### config.mk
export PLATFORM = sky130hd
export DESIGN_NAME = mem_access_unit
export DESIGN_NICKNAME = d
export VERILOG_FILES = /design/src/rtl/mem_access_unit.sv
export SDC_FILE = /design/constraint.sdc
export NUM_CORES = 1
export LEC_CHECK = 0
export CAP_MARGIN = 20
export CORE_UTILIZATION = 40
export CTS_CLUSTER_SIZE = 14
export DETAILED_ROUTE_END_ITERATION = 8
export GPL_TIMING_DRIVEN = 0
export PLACE_DENSITY = 0.74
export REMOVE_ABC_BUFFERS = 1
export SYNTH_ARGS = -nofsm -noshare
export SYNTH_HDL_FRONTEND = slang
export SYNTH_SLANG_ARGS = --single-unit
### constraint.sdc
create_clock -name clk -period 6.03 [get_ports clk]
set_input_delay 1.206 -clock clk [delete_from_list [all_inputs] [get_ports clk]]
set_output_delay 1.206 -clock clk [all_outputs]
set_load 0.01 [all_outputs]
### src/rtl/mem_access_unit.sv
// MEM-stage load/store engine: turns EX/MEM load/store requests into word-aligned
// data-memory bus transactions and returns extended load data toward MEM/WB.
module mem_access_unit #(
    parameter int unsigned TIMEOUT = 16
) (
    input  logic        clk,
    input  logic        rst_n,
    input  logic        valid,
    input  logic        flush,
    input  logic        mem_read,
    input  logic        mem_write,
    input  logic [2:0]  funct3,
    input  logic [31:0] addr,
    input  logic [31:0] store_data,
    output logic        dm_req,
    output logic        dm_we,
    output logic [31:0] dm_addr,
    output logic [3:0]  dm_be,
    output logic [31:0] dm_wdata,
    input  logic        dm_ack,
    input  logic [31:0] dm_rdata,
    output logic [31:0] load_data,
    output logic        done,
    output logic        stall,
    output logic        misalign,
    output logic        bus_err
);

    localparam int unsigned    CW       = $clog2(TIMEOUT + 1);
    localparam logic [CW-1:0]  CNT_LAST = CW'(TIMEOUT - 1);

    typedef enum logic [1:0] {IDLE, BUSY, DONE} state_t;

    state_t        state, state_nx;
    logic [CW-1:0] cnt, cnt_nx;
    logic          kill, kill_nx;
    logic [1:0]    off_q, off_nx;
    logic [2:0]    f3_q, f3_nx;

    logic          req_nx, we_nx, done_nx, mis_nx, err_nx;
    logic [31:0]   addr_nx, wdata_nx, ld_nx;
    logic [3:0]    be_nx;

    logic          acc, illegal, fault, kill_eff;
    logic [3:0]    be_c;
    logic [31:0]   wdata_c, shifted, ext;

    assign acc = valid & ~flush & (mem_read | mem_write);

    always_comb begin
        illegal = 1'b1;
        case (funct3)
            3'b000, 3'b001, 3'b010: illegal = 1'b0;
            3'b100, 3'b101:         illegal = ~mem_read;
            default:                illegal = 1'b1;
        endcase
        fault = illegal
              | ((funct3[1:0] == 2'b01) & addr[0])
              | ((funct3[1:0] == 2'b10) & (addr[1:0] != 2'b00));
    end

    always_comb begin
        case (funct3[1:0])
            2'b00: begin
                be_c    = 4'b0001 << addr[1:0];
                wdata_c = {4{store_data[7:0]}};
            end
            2'b01: begin
                be_c    = 4'b0011 << addr[1:0];
                wdata_c = {2{store_data[15:0]}};
            end
            default: begin
                be_c    = 4'b1111;
                wdata_c = store_data;
            end
        endcase
    end

    // Load extraction uses the offset/width captured at launch, not live EX/MEM inputs.
    always_comb begin
        shifted = dm_rdata >> {off_q, 3'b000};
        case (f3_q)
            3'b000:  ext = {{24{shifted[7]}}, shifted[7:0]};
            3'b001:  ext = {{16{shifted[15]}}, shifted[15:0]};
            3'b100:  ext = {24'h0, shifted[7:0]};
            3'b101:  ext = {16'h0, shifted[15:0]};
            default: ext = shifted;
        endcase
    end

    assign stall    = ((state == IDLE) & acc & ~fault) | (state == BUSY);
    assign kill_eff = kill | flush;

    always_comb begin
        state_nx = state;
        cnt_nx   = cnt;
        kill_nx  = kill;
        off_nx   = off_q;
        f3_nx    = f3_q;
        req_nx   = dm_req;
        we_nx    = dm_we;
        addr_nx  = dm_addr;
        be_nx    = dm_be;
        wdata_nx = dm_wdata;
        ld_nx    = load_data;
        done_nx  = 1'b0;
        mis_nx   = 1'b0;
        err_nx   = 1'b0;
        case (state)
            IDLE: begin
                if (acc) begin
                    if (fault) begin
                        mis_nx = 1'b1;
                    end else begin
                        req_nx   = 1'b1;
                        we_nx    = ~mem_read;
                        addr_nx  = {addr[31:2], 2'b00};
                        be_nx    = be_c;
                        wdata_nx = wdata_c;
                        off_nx   = addr[1:0];
                        f3_nx    = funct3;
                        cnt_nx   = '0;
                        kill_nx  = 1'b0;
                        state_nx = BUSY;
                    end
                end
            end
            BUSY: begin
                kill_nx = kill_eff;
                if (dm_ack) begin
                    req_nx   = 1'b0;
                    state_nx = DONE;
                    if (!kill_eff) begin
                        done_nx = 1'b1;
                        if (!dm_we) ld_nx = ext;
                    end
                end else if (cnt == CNT_LAST) begin
                    req_nx   = 1'b0;
                    state_nx = DONE;
                    if (!kill_eff) begin
                        done_nx = 1'b1;
                        err_nx  = 1'b1;
                        ld_nx   = '0;
                    end
                end else begin
                    cnt_nx = cnt + 1'b1;
                end
            end
            DONE: begin
                kill_nx  = 1'b0;
                state_nx = IDLE;
            end
            default: state_nx = IDLE;
        endcase
    end

    always_ff @(posedge clk or negedge rst_n) begin
        if (!rst_n) begin
            state     <= IDLE;
            cnt       <= '0;
            kill      <= 1'b0;
            off_q     <= '0;
            f3_q      <= '0;
            dm_req    <= 1'b0;
            dm_we     <= 1'b0;
            dm_addr   <= '0;
            dm_be     <= '0;
            dm_wdata  <= '0;
            load_data <= '0;
            done      <= 1'b0;
            misalign  <= 1'b0;
            bus_err   <= 1'b0;
        end else begin
            state     <= state_nx;
            cnt       <= cnt_nx;
            kill      <= kill_nx;
            off_q     <= off_nx;
            f3_q      <= f3_nx;
            dm_req    <= req_nx;
            dm_we     <= we_nx;
            dm_addr   <= addr_nx;
            dm_be     <= be_nx;
            dm_wdata  <= wdata_nx;
            load_data <= ld_nx;
            done      <= done_nx;
            misalign  <= mis_nx;
            bus_err   <= err_nx;
        end
    end

endmodule

# Word-level counts from Yosys, hierarchy flattened

Cells that the tools add are included.

Input port bits: 106
Output and inout bits: 106
Register bits: 116

Muxes and demuxes: 36
Shift operators: 3
Add/sub/neg operators: 1
Equality and inequality tests: 18
Bitwise logic cells: 15
Reduce and logical (&&, ||, !) cells: 16

Operators by type and width:

| kind                                           | count |
|---|---|
| 2-to-1 mux 32 bit                              | 5 |
| one-hot mux 32 bit (4 select lines)            | 1 |
| one-hot mux 32 bit (2 select lines)            | 1 |
| right shift 32 x 5 -> 32 bit                   | 1 |
| 2-to-1 mux 5 bit                               | 4 |
| 2-to-1 mux 1 bit                               | 15 |
| == test 3 bit (second input constant)          | 4 |
| inequality test 2 bit (second input constant)  | 5 |
| one-hot mux 5 bit (2 select lines)             | 1 |
| AND reduction 3 bit                            | 3 |
| 2-to-1 mux 2 bit                               | 4 |
| one-hot mux 4 bit (2 select lines)             | 1 |
| AND reduction 4 bit                            | 2 |
| bitwise AND 1 bit                              | 6 |
| == test 3 x 1 -> 1 bit (second input constant) | 2 |
| logical NOT 3 bit                              | 2 |
| nonzero test 2 bit                             | 3 |
| adder 5 x 1 -> 5 bit (second input constant)   | 1 |
| == test 5 x 4 -> 1 bit (second input constant) | 1 |
| bitwise OR 1 bit                               | 5 |
| AND reduction 5 bit                            | 1 |
| == test 2 x 1 -> 1 bit (second input constant) | 2 |
| == test 2 bit (second input constant)          | 2 |
| logical NOT 2 bit                              | 2 |
| other kinds (11)                               | 15 |

# Longest topological paths before layout

Gate-level depths: netlist (run 1).

Depth in word-level cells: 8
Gate-level depth with buffers: 8

# Worst setup path before layout (run 1)

OpenSTA, ideal clock, no wires.

Kind: input -> output
From: input port addr[0]
To: output port stall
Stages: 7
Data arrival time: 2.766 ns
Path slack: 2.058 ns
Cell sequence: clkbuf_1 nor4_1 a21oi_1 or4_1 clkbuf_1 clkbuf_1 nand2_1

Word-level cells in the longest chain between the ends: 6

RTL lines:

| item                                                           | line   | text |
|---|---|---|
| start, declared                                                | 13     | `input logic [31:0] addr,` |
| bitwise AND 1 bit / nonzero test 2 bit (equally long branches) | 58, 59 |  |
| bitwise OR 1 bit / bitwise AND 1 bit (equally long branches)   | 58, 59 |  |
| bitwise OR 1 bit (*)                                           | 59     | `\| ((funct3[1:0] == 2'b10) & (addr[1:0] != 2'b00));` |
| inverter 1 bit (no source line) (*)                            | -      |  |
| bitwise AND 1 bit (*)                                          | 91     | `assign stall = ((state == IDLE) & acc & ~fault) \| (state == BUSY);` |
| bitwise OR 1 bit (*)                                           | 91     |  |
| end, declared                                                  | 24     | `output logic stall,` |

Every way passes the cells marked *; elsewhere a longest branch is shown, timed or not.

# Final worst setup path (run 1)

From: input port funct3[0]
To: output port stall

Word-level cells in the longest chain between the ends: 8

RTL lines:

| item                                                            | line | text |
|---|---|---|
| start, declared                                                 | 12   | `input logic [2:0] funct3,` |
| == test 3 x 1 -> 1 bit (tied with other cells)                  | 52   | `case (funct3)` |
| OR reduction 3 bit / OR reduction 2 bit (equally long branches) | 52   |  |
| one-hot mux 1 bit (2 select lines)                              | 52   |  |
| bitwise OR 1 bit                                                | 58   | `\| ((funct3[1:0] == 2'b01) & addr[0])` |
| bitwise OR 1 bit (*)                                            | 59   |  |
| inverter 1 bit (no source line) (*)                             | -    |  |
| bitwise AND 1 bit (*)                                           | 91   |  |
| bitwise OR 1 bit (*)                                            | 91   |  |

Marked as above.

==> impl_metrics.ini, run 1 <==
[outcome]
status = completed

[detailed_routing]
vias = 4370
viasPerCell = 5.221
firstDrtPassIters = 4
routed_wl_um = 15100
drc = 0
ant_nets = 0
first_iter_violations = 249
avgRoutedWirePerCell_um = 18.04

[yosys]
async_reset_ff_frac = 1.000
ys_ff_latch = 116
synth_edf_count = 0
synth_flop_cell = dfrtp_1
syn_avg_cell_area_um2 = 12.28
synthCells = 440
syn-cell-area_um2 = 5401
synth_warnings = 0
seq_area_frac_synth = 0.5374
yosysUniqueCellTypes = 42

[critical_path]
path_delay_family = simple AND/OR/NAND/NOR gates
critPathMaxFanout = 19
crit_type = in2out
end_kind = primary output
worstSetupStartpointType = input pin
r2r_setup_slack_ns = 3.02
critPathMaxStageDelay_ns = 0.88
timing.critical_path.mode_cell = clkdlybuf4s50_1
cp_cell_sequence = clkdlybuf4s50_1 -> nor4_1 -> a21oi_1 -> or4_1 -> nand2_1 -> clkdlybuf4s50_1
critPathSlowestCell = or4_1
critPathRequiredTime_ns = 4.82
crit_arrival_ns = 4.23
path_buf_inv = 2

[timing]
hold_viol = 0
relSlewSlack = 0.3119
finalSetupViolCount = 0
drv_slew = 0
worst_slew_pin_slew_ns = 1.032
rsz0062_at_grt = no
hold_slack_ns = 0.4767
fmax_mhz = 183.8
fin_skew_ns = 0.008799
fin_crit_ns = 5.440
layout_setup_ws_ns = 0.5903
post-route-period-util = 0.9021

[die]
row_count = 42
die_h_um = 118.2
fp.dieArea_um2 = 13970
num_io_pins = 212
start_util = 0.4095
die_w_um = 118.2
core_area_um2 = 13190

[grt]
antenna_found_initial = 0
grt_pass1_wl_um = 24380
grt_pass1_vias = 4557
grt_usage = 0.2271
grt_max_degree = 78
gr-total-overflow = 0

[finish]
drive_above_1_share = 0.2148
nFillCells = 1035
final_nets = 756
final_common_cell = clkdlybuf4s50_1
area_growth_pct = 54.51
final_cell_mix = clkdlybuf4s50_1 (208), dfrtp_1 (116), mux2_2 (92)
diodes = 0

[pwr]
finalPower_mw = 3.227
leakage_nw = 3.544
powerDensity_nw_per_um2 = 386.7
vdd_ir_drop_max_uv = 224.3

[clocking]
root_buffer = clkbuf_16
cts-hold-fix-buffers = 0
worstSkewPairLatency_ns = 0.42
cts_resized = 0
htree_levels = 4
cts_max_path_buffers = 2
cts_num_sinks = 116
cts_buffers = 17
post_cts_buffers = 0
clkTransAtPathRegs_ns = 0.05
cts_tree = done

[worst_hold_path]
hold_class = reg2reg

[place]
dp_hpwl_um = 10780
place.gp.congestion = 0.8130
io_buffers = 209
post-place-ws_ns = 0.4595

[run]
drv_cap = 0
[path summary, 6_finish.rpt]
check	cells after the start	end	from
max	6	stall	funct3[0]
min	2	load_data[14]$_DFFE_PN0P_	load_data[14]$_DFFE_PN0P_
max reg2reg	4	load_data[23]$_DFFE_PN0P_	state[1]$_DFFE_PN0P_
min reg2reg	2	load_data[14]$_DFFE_PN0P_	load_data[14]$_DFFE_PN0P_
max in group asynchronous	2	dm_wdata[1]$_DFFE_PN0P_	rst_n
min in group asynchronous	1	load_data[2]$_DFFE_PN0P_	rst_n
[flip-flops by register name, indices dropped and copies added (netlist names), 2 cells and up]
| name | cells |
|---|---|
| cnt | 5 |
| state | 2 |
| dm_wdata | 32 |
| load_data | 32 |
| off_q | 2 |
| dm_addr | 30 |
| dm_be | 4 |
| f3_q | 3 |
[per-layer routing]
| metal | GRT usage | vias up | wire length (um) |
|---|---|---|---|
| li1 | - | 2011 | - |
| met1 | 0.2644 | 2144 | 5933 |
| met2 | 0.3654 | 194 | 7302 |
| met3 | 0.1042 | 21 | 1606 |
| met4 | 0.08494 | 0 | 255 |
| met5 | 0 | - | 0 |
[metrics by stage]
step | std cells | cell area [um^2] | utilization | TNS, ns
after detailed placement | 802 | 7684 | 0.5825 | 0
after global placement | 792 | 7564 | 0.5734 | -488.54
final | 837 | 8346 | 0.6327 | 0
after floorplan | 407 | 5251 | - | -129.06
after global routing | 837 | 8346 | 0.6327 | 0
after CTS | 834 | 8295 | 0.6289 | 0
[area by class of cell]
| class | count | area (um^2) | area share |
|---|---|---|---|
| tap | 176 | 220.2 | 0.02639 |
| inverter | 5 | 18.77 | 0.002249 |
| clock buffer | 22 | 484.2 | 0.05802 |
| multi-input combinational | 286 | 2336 | 0.2799 |
| sequential | 116 | 2903 | 0.3478 |
| clock inverter | 10 | 127.6 | 0.01529 |
| timing repair buffer | 222 | 2256 | 0.2703 |
[power by group]
group	total, mW	switching (mW)	internal, mW
Combinational	1.04	0.394	0.642
Sequential	1.15	0.159	0.996
Clock	1.04	0.348	0.688
[logic make-up (layout without fill, tap and decap cells)]
family | after synthesis | count (layout) | share of synthesized area
multiplexers | 121 | 121 | 0.2488
flip-flops | 116 | 116 | 0.5374
AO/OA/AOI/OAI | 81 | 81 | 0.09683
AND/OR/NAND/NOR | 78 | 78 | 0.07644
buffers and inverters | 39 | 259 | 0.03197
adder cells (fa/ha/maj) | 2 | 2 | 0.004632
XOR/XNOR | 2 | 2 | 0.003244
other | 1 | 2 | 0.0006943
[Yosys cell counts, types with 2 or more instances]
cell type | n | share of area
dfrtp_1 | 116 | 0.54
mux2_2 | 92 | 0.19
o21ai_0 | 37 | 0.034
nand2_1 | 28 | 0.019
mux2i_1 | 24 | 0.044
a21oi_1 | 18 | 0.017
clkbuf_1 | 17 | 0.012
nor2_1 | 17 | 0.012
a221o_1 | 16 | 0.030
buf_2 | 9 | 0.0083
nand3b_1 | 9 | 0.013
buf_1 | 5 | 0.0035
inv_1 | 5 | 0.0035
mux2_1 | 4 | 0.0083
nand2b_1 | 4 | 0.0046
a32o_1 | 3 | 0.0056
nor3_1 | 3 | 0.0028
buf_4 | 2 | 0.0028
ha_1 | 2 | 0.0046
nand3_1 | 2 | 0.0019
nor2b_1 | 2 | 0.0023
nor3b_1 | 2 | 0.0028
nor4_1 | 2 | 0.0023
o21bai_1 | 2 | 0.0028
or2_2 | 2 | 0.0023
[worst register-to-register path, stage by stage (launching register included)]
cell,delay [ns]
dfrtp_1,0.46
or4b_1,0.65
or3b_1,0.67
nor4b_4,0.94
a221o_1,0.23
Note: power is estimated with default switching activity, not from simulation.
==> inputs of run 2 (changes only) <==
--- a/config.mk
+++ b/config.mk
@@ -7,6 +7,7 @@
 export LEC_CHECK = 0
 export CAP_MARGIN = 20
 export CORE_UTILIZATION = 40
+export CTS_CLUSTER_DIAMETER = 200
 export CTS_CLUSTER_SIZE = 14
 export DETAILED_ROUTE_END_ITERATION = 8
 export GPL_TIMING_DRIVEN = 0
==> results of run 2 <==
Same layout as run 1: the final DEF is identical, and so are final timing and power.
